==> config.mk <==
export PLATFORM = sky130hd
export DESIGN_NAME = sha256_digest_unloader
export DESIGN_NICKNAME = d
export VERILOG_FILES = /design/src/rtl/sha256_pkg.sv /design/src/rtl/sha256_digest_unloader_buf.sv /design/src/rtl/sha256_digest_unloader.sv
export SDC_FILE = /design/constraint.sdc
export NUM_CORES = 1
export LEC_CHECK = 0
export BUFFER_PORTS_ARGS = -buffer_cell sky130_fd_sc_hd__buf_4
export CORE_MARGIN = 2
export CORE_UTILIZATION = 40
export CTS_BUF_LIST = sky130_fd_sc_hd__clkbuf_8
export DETAILED_ROUTE_END_ITERATION = 8
export PLACE_DENSITY = 0.64
export SETUP_SLACK_MARGIN = 0.2
export SLEW_MARGIN = 30
export SYNTH_ARGS = -nofsm -noshare
export SYNTH_HDL_FRONTEND = slang
export SYNTH_SLANG_ARGS = --single-unit
==> constraint.sdc <==
create_clock -name clk -period 21.4 [get_ports clk]
set_input_delay 4.28 -clock clk [delete_from_list [all_inputs] [get_ports clk]]
set_output_delay 4.28 -clock clk [all_outputs]
set_load 0.05 [all_outputs]
==> src/rtl/sha256_pkg.sv <==
// -----------------------------------------------------------------------------
// sha256_pkg
// Shared types and constants for the SHA-256 digest output path.
//   DIGEST_BITS      : digest width (256)
//   WORD_BITS        : streamed word width (32)
//   WORDS_PER_DIGEST : words per digest (8)
//   digest_t / word_t: digest and word containers
//   unload_state_t   : unloader FSM states
//   select_word()    : big-endian word extraction (word 0 = H0)
// -----------------------------------------------------------------------------
package sha256_pkg;

    localparam int DIGEST_BITS      = 256;
    localparam int WORD_BITS        = 32;
    localparam int WORDS_PER_DIGEST = DIGEST_BITS / WORD_BITS;

    typedef logic [DIGEST_BITS-1:0] digest_t;
    typedef logic [WORD_BITS-1:0]   word_t;

    typedef enum logic {
        IDLE = 1'b0,
        SEND = 1'b1
    } unload_state_t;

    // Word k sits at bits [255-32k -: 32], i.e. its LSB is at (7-k)*32.
    // With 8 words of 32 bits, (7-k)*32 is simply {~k, 5'b0}, which gives
    // an 8-bit index that exactly spans the 256-bit digest.
    function automatic word_t select_word(input digest_t d, input logic [2:0] idx);
        logic [7:0] lsb;
        lsb = {~idx, 5'b00000};
        return d[lsb +: WORD_BITS];
    endfunction

endpackage

==> src/rtl/sha256_digest_unloader_buf.sv <==
// -----------------------------------------------------------------------------
// digest_buf2
// Two-slot digest FIFO between the SHA-256 core and the word streamer.
//   clk, reset : clock, asynchronous active-high reset (pointers/count only)
//   push, din  : write din into the tail slot
//   pop        : release the head slot
//   dout       : head slot contents (combinational read)
//   count      : occupancy 0..2
//   full/empty : occupancy flags
// A push together with a pop is accepted even when full: the head slot is
// read out during the same cycle it is overwritten, and the new digest
// becomes the tail once the read pointer moves past it.
// -----------------------------------------------------------------------------
module digest_buf2
    import sha256_pkg::*;
(
    input  logic        clk,
    input  logic        reset,
    input  logic        push,
    input  logic        pop,
    input  digest_t     din,
    output digest_t     dout,
    output logic [1:0]  count,
    output logic        full,
    output logic        empty
);

    digest_t    slots [2];
    logic       wr_ptr;
    logic       rd_ptr;
    logic       do_push;
    logic       do_pop;

    assign full    = (count == 2'd2);
    assign empty   = (count == 2'd0);
    assign do_pop  = pop && !empty;
    assign do_push = push && (!full || do_pop);
    assign dout    = slots[rd_ptr];

    // Data storage carries no reset; the read side masks it while empty.
    always_ff @(posedge clk) begin
        if (do_push) begin
            slots[wr_ptr] <= din;
        end
    end

    always_ff @(posedge clk or posedge reset) begin
        if (reset) begin
            wr_ptr <= 1'b0;
            rd_ptr <= 1'b0;
            count  <= 2'd0;
        end else begin
            if (do_push) begin
                wr_ptr <= ~wr_ptr;
            end
            if (do_pop) begin
                rd_ptr <= ~rd_ptr;
            end
            case ({do_push, do_pop})
                2'b10:   count <= count + 2'd1;
                2'b01:   count <= count - 2'd1;
                default: count <= count;
            endcase
        end
    end

endmodule

==> src/rtl/sha256_digest_unloader.sv <==
// -----------------------------------------------------------------------------
// sha256_digest_unloader
// Captures 256-bit digests from the SHA-256 core's one-cycle strobe and
// streams each one as eight big-endian 32-bit words (H0 first).
//   clk, reset : clock, asynchronous active-high reset
//   hash_valid : one-cycle digest strobe; hash_in valid in the same cycle
//   hash_in    : digest, H0 in [255:224], H7 in [31:0]
//   out_valid  : out_data holds a word
//   out_ready  : consumer accepts on out_valid && out_ready
//   out_data   : current word (0 while empty)
//   out_index  : word number 0..7 (0 while empty)
//   out_last   : high while the final word is presented
//   pending    : digests buffered, including the one streaming
//   overflow   : sticky, set when a digest had to be dropped
//   fsm_state  : current unloader state (0 = IDLE, 1 = SEND) for observation
// Handshake: a word transfers on every rising edge where out_valid and
// out_ready are both high; while out_ready is low the presented word,
// index and last flag stay put and out_valid remains high.
// -----------------------------------------------------------------------------
module sha256_digest_unloader
    import sha256_pkg::*;
(
    input  logic         clk,
    input  logic         reset,
    input  logic         hash_valid,
    input  logic [255:0] hash_in,
    output logic         out_valid,
    input  logic         out_ready,
    output logic [31:0]  out_data,
    output logic [2:0]   out_index,
    output logic         out_last,
    output logic [1:0]   pending,
    output logic         overflow,
    output logic         fsm_state
);

    unload_state_t state;
    unload_state_t next_state;
    logic [2:0]    word_cnt;
    logic          handshake;
    logic          push;
    logic          pop;
    logic [1:0]    count;
    logic [1:0]    count_next;
    logic          buf_full;
    logic          buf_empty;
    digest_t       head;

    digest_buf2 u_buf (
        .clk   (clk),
        .reset (reset),
        .push  (push),
        .pop   (pop),
        .din   (hash_in),
        .dout  (head),
        .count (count),
        .full  (buf_full),
        .empty (buf_empty)
    );

    assign handshake = (state == SEND) && out_ready;
    assign pop       = handshake && (word_cnt == 3'd7);
    // A full buffer can still take a digest when its head is leaving now.
    assign push      = hash_valid && (!buf_full || pop);

    always_comb begin
        count_next = count;
        case ({push, pop})
            2'b10:   count_next = count + 2'd1;
            2'b01:   count_next = count - 2'd1;
            default: count_next = count;
        endcase
    end

    always_ff @(posedge clk or posedge reset) begin
        if (reset) begin
            state <= IDLE;
        end else begin
            state <= next_state;
        end
    end

    always_comb begin
        next_state = state;
        case (state)
            IDLE: begin
                if (push) begin
                    next_state = SEND;
                end
            end
            SEND: begin
                if (pop && (count_next == 2'd0)) begin
                    next_state = IDLE;
                end
            end
            default: next_state = IDLE;
        endcase
    end

    // Wraps 7 -> 0 on the final handshake, so a following digest starts at 0.
    always_ff @(posedge clk or posedge reset) begin
        if (reset) begin
            word_cnt <= 3'd0;
        end else if (handshake) begin
            word_cnt <= word_cnt + 3'd1;
        end
    end

    always_ff @(posedge clk or posedge reset) begin
        if (reset) begin
            overflow <= 1'b0;
        end else if (hash_valid && buf_full && !pop) begin
            overflow <= 1'b1;
        end
    end

    assign out_valid = (state == SEND);
    assign out_data  = out_valid ? select_word(head, word_cnt) : '0;
    assign out_index = out_valid ? word_cnt : 3'd0;
    assign out_last  = out_valid && (word_cnt == 3'd7);
    assign pending   = count;
    assign fsm_state = (state == SEND);

    // The buffer's empty flag is redundant with IDLE; kept for observability.
    logic unused_empty;
    assign unused_empty = buf_empty;

endmodule
---- Yosys cells after proc, flatten, opt, wreduce, memory -nomap -nowiden ----
Memories as Yosys holds them, arrays and structs flattened.
Cells that the tools add are included.
cells by class
  $add $sub $neg .......................... 3
  equal/unequal tests ..................... 6
  shifts and indexed selects .............. 1
  mux-type cells .......................... 9
  bitwise gates (word level) .............. 4
  reduce and logical (&&, ||, !) cells .... 17
operators by type and width
  operator               count
  $shiftx A256 B9 Y32    1
  $mux W32               1
  $logic_and A1 B1 Y1    9
  $pmux W2 S2            2
  $eq A2 B2 Y1 const B   3
  $eq A2 B1 Y1 const B   2
  $logic_not A2 Y1       2
  $mux W1                4
  $add A3 B1 Y3 const B  1
  $eq A3 B3 Y1 const B   1
  $logic_not A1 Y1       3
  $mux W3                1
  $not A1 Y1             3
  $not A3 Y3             1
  $add A2 B1 Y2 const B  1
  $logic_or A1 B1 Y1     2
  $pmux W1 S2            1
  $reduce_bool A2 Y1     1
  $sub A2 B1 Y2 const B  1
word-level totals
  bits in registers ....................... 9
  RAM bits ................................ 512
  output and inout bits ................... 41
  logic and storage cells ................. 47
  memories ................................ 1
memories
  name         depth  width  rd ports  clocked after Yosys merged registers in  write ports  line                              source
  u_buf.slots  2      256    1         0                                        1            sha256_digest_unloader_buf.sv:28  digest_t slots [2];

---- Logic depth before layout (Yosys ltp) ----
  depth after elaboration ................. 10
  gate-level depth with buffers ........... 9
  mapped depth without buffers ............ 9

---- Cells and area by module ----
Synthesis repeated with hierarchy kept, for this count alone.
unflattened totals
  cell total of the unflattened synthesis .. 1,077
  area, all modules ....................... 22,201.3 um2
modules (own cells, without submodules)
  module                  times used  cells an instance  area each (um2)  sequential area each (um2)
  digest_buf2             1           822                19,702.6         15,474.8
  sha256_digest_unloader  1           255                2,498.6          125.1

---- Least setup slack after synthesis ----
No wires, ideal clock.
  path type ............................... input port to flip-flop
  start ................................... input port out_ready
  end ..................................... memory u_buf.slots[0][0] (netlist bit) (enable)
  setup time .............................. 0.878 ns
  arrival time ............................ 15.355 ns
  setup slack ............................. 5.167 ns
  stages on the path ...................... 4
  path through ............................ nand3_1 > o21ai_0 > nand2_1 > nor2_1
on the way
  longest elaborated chain between the ends .. 7
  elaborated cells between the ends (all ways) .. 9
  those cells by class .................... mux (2); reduce/logical (7)
ends and longest elaborated chain
  item                                                       line                                                            source
  start, declared                                            sha256_digest_unloader.sv:28                                    input logic out_ready,
  $logic_and A1 B1 Y1 (*)                                    sha256_digest_unloader.sv:61                                    assign handshake = (state == SEND) && out_ready;
  $logic_and A1 B1 Y1 (*)                                    sha256_digest_unloader.sv:62                                    assign pop = handshake && (word_cnt == 3'd7);
  $logic_or A1 B1 Y1 or $logic_and A1 B1 Y1 (tied branches)  sha256_digest_unloader.sv:64, sha256_digest_unloader_buf.sv:36
  $logic_and A1 B1 Y1 or $logic_or A1 B1 Y1 (tied branches)  sha256_digest_unloader.sv:64, sha256_digest_unloader_buf.sv:37
  $logic_and A1 B1 Y1 (*)                                    sha256_digest_unloader_buf.sv:37                                assign do_push = push && (!full || do_pop);
  $mux W1 (*)                                                sha256_digest_unloader_buf.sv:42                                if (do_push) begin
  $mux W1 (not written as such) (*)                          sha256_digest_unloader_buf.sv:43                                slots[wr_ptr] <= din;
  end, declared                                              sha256_digest_unloader_buf.sv:28
Every way passes the cells marked *; elsewhere a longest branch is shown, timed or not.

---- Worst setup path in the final report ----
  start ................................... register word_cnt[1]
  end ..................................... output port out_data[31]
on the way
  longest elaborated chain between the ends .. 3
ends and longest elaborated chain
  item                    line                           source
  start, declared         sha256_digest_unloader.sv:39   logic [2:0] word_cnt;
  start signal, assigned  sha256_digest_unloader.sv:105  word_cnt <= word_cnt + 3'd1;
  $not A3 Y3              sha256_pkg.sv:30               lsb = {~idx, 5'b00000};
  $shiftx A256 B9 Y32     sha256_pkg.sv:31               return d[lsb +: WORD_BITS];
  $mux W32                sha256_digest_unloader.sv:118  assign out_data = out_valid ? select_word(head, word_cnt) : '0;
  end, declared           sha256_digest_unloader.sv:29   output logic [31:0] out_data,
Every way passes these cells.

==> reports/results.tsv <==
metric	value	unit
seq_power_share	41.3	%
switching_share	36.4	%
synth-simple-area-share	0.773	%
pre_cts_ws	13640	ps
drive_gt1_share	37.9	%
yosys-top-cells-area	edfxtp_1, mux4_2, mux2i_1, a221oi_1, o21ai_1	
synthesis.area	20100	um^2
crit_start	word_cnt[1]$_DFFE_PP0P_	
max_cap_violations	0	
clk_latency	660	ps
cp-end-kind	output port	
p_comb_share	36.6	%
core-area	49900	um^2
crit_fanout	33	
grt_usage	17.1	%
synth_top_area_share	76.6	%
power.switching	1320	uW
grt_pass1_wl	66.6	mm
status	complete, no violations	
fp.dieW	228	um
synth_cell_type_count	32	
muxShareOfSynthArea	15.2	%
cts_resized	0	
avgSynthCellArea	21.4	um^2
skew	18.7	ps
synth_cells	938	
vias	10300	
seq_area	15600	um^2
clock_sinks	521	
grt_overflow_total	0	
worstMarginPinSlew	1080	ps
cts_tree	done	
fin_ws	13200	ps
ios	301	
yosys.area_share.adder	0.437	%
synth_top_area_cell	edfxtp_1	
nFillCells	4202	
start_util	40.2	%
cp.required	17120	ps
multiInputGateArea	4090	um^2
min_period	8200	ps
crit_arrival	3920	ps
intPower	2310	uW
clockPowerShare	22.1	%
reg2reg_slack	16260	ps
cts.path.max_buffers	3	
clkTransAtPathRegs	60	ps
critPathKind	flip-flop to output port	
viasPerCell	5.06	
dieArea	52000	um^2
synthXorXnorAreaFrac	0.218	%
seq_area_frac_synth	77.8	%
r2r-start	word_cnt[1]$_DFFE_PP0P_	
synth_compound_area_share	3.62	%
grt_max_degree	153	
setup_violations	0	
area_growth	22.4	%
wl_per_cell	21.9	um
fmax	0.122	GHz
io_buffers	300	
min_from	overflow$_DFFE_PP0P_	
setup_tns	0	ps
synth_top_family_by_area	multiplexers	
first_pass_iters	4	
syn_nets	1205	
finalHoldViolCount	0	
rr_worst_depth	9	
gp_congestion	0.755	
root_buffer	clkbuf_8	
post-dp-hpwl	27.3	mm
slew_violations	0	
power_density	148	nW/um^2
antenna_found_initial	6	
antenna_left	0	
ys_ff_latch	521	
placementRows	82	
cts_buffers	87	
relSlewSlack	27.9	%
vdd_drop_max	0.0982	mV
finalCritPeriodShare	38.3	%
final_cell_mix	edfxtp_1, buf_4, mux2i_1	
fin_util	49.3	%
mostFrequentLayoutCell	edfxtp_1	
nNetsFinal	1555	
drc_errors	0	
leakagePower	0.00885	uW
rsz0062_at_grt	false	
drt_wl_total	44.5	mm
hold_class	flip-flop to flip-flop	
start_kind	flip-flop	
cts_setup_buffers	0	
grt_pass1_vias	11100	
drt-initial-drc-count	726	
ys_warn_count	0	
cts_hold_buf	0	
die_h	228	um
h-tree-depth	3	
hold_depth	1	
-- layer usage --
layer | wire [um] | GRT usage [%] | up-vias
li1 | - | - | 4640
met1 | 18700 | 22.1 | 5238
met2 | 21700 | 27.4 | 320
met3 | 3230 | 5.53 | 60
met4 | 812 | 5.86 | 4
met5 | 27 | 0 | -
-- cell type report --
| cell class | instances | share of cell area (%) |
|---|---|---|
| multi-input combinational | 357 | 16.6 |
| clock inverter | 65 | 1.41 |
| clock buffer | 90 | 5.04 |
| timing repair buffer | 315 | 9.80 |
| antenna | 4 | 0.0408 |
| sequential | 521 | 63.6 |
| tap | 672 | 3.42 |
| inverter | 6 | 0.0917 |
-- power by group through the flow --
stage	logic [uW]	clock network, uW	registers, uW
after floorplan	992	0	1550
after global placement	1330	0	1510
after detailed placement	1340	0	1520
after CTS	1350	829	1500
after global routing	1420	875	1520
final	1330	802	1500
-- cell usage after synthesis --
cell,count
a211o_1,1
a21boi_0,1
a221oi_1,32
a22oi_1,14
a31o_2,1
a31oi_1,1
and2_1,4
and3_1,1
buf_1,2
buf_12,4
buf_2,11
buf_4,4
buf_6,9
buf_8,2
clkbuf_1,22
dfrtp_1,9
edfxtp_1,512
ha_1,7
inv_1,6
mux2_2,2
mux2i_1,117
mux4_2,82
nand2_1,12
nand2b_1,1
nand3_1,7
nor2_1,5
nor2b_1,3
o211ai_1,2
o21ai_0,7
o21ai_1,52
xnor2_1,4
xor2_1,1
-- cell families after synthesis --
family,after synthesis
AO/OA/AOI/OAI,111
XOR/XNOR,5
adder cells (fa/ha/maj),7
buffers and inverters,60
flip-flops,521
multiplexers,201
AND/OR/NAND/NOR,33
-- flip-flops by register name, summed over array words and instances (netlist names) --
signal / cells
u_buf.wr_ptr: 1
u_buf.rd_ptr: 1
word_cnt: 3
fsm_state: 1
u_buf.slots: 512
u_buf.count: 2
overflow: 1
-- worst max-delay path, cell delays in order (launching register included) --
cell,delay [ps]
dfrtp_4,740
buf_4,560
buf_4,520
nor2b_4,250
buf_4,300
a221oi_1,290
o21ai_1,100
o21ai_0,200
buf_4,280
-- final timing paths --
kind	end
min reg2reg	overflow$_DFFE_PP0P_
max in group asynchronous	word_cnt[1]$_DFFE_PP0P_
min	overflow$_DFFE_PP0P_
max reg2reg	u_buf.slots[1][14]$_DFFE_PP_
max	out_data[31]
min in group asynchronous	u_buf.wr_ptr$_DFFE_PP0P_
-- through the flow --
stage / cell area [um^2] / hold WS, ps / std cells / total power, uW
2_1_floorplan: 20100 / 461 / 938 / 2540
3_3_place_gp: 22900 / 455 / 1870 / 2840
3_5_place_dp: 23000 / 463 / 1871 / 2860
4_1_cts: 24500 / 476 / 2026 / 3680
5_1_grt: 24600 / 490 / 2028 / 3810
6_report: 24600 / 474 / 2030 / 3620
Note: power is estimated with default switching activity, not from simulation.
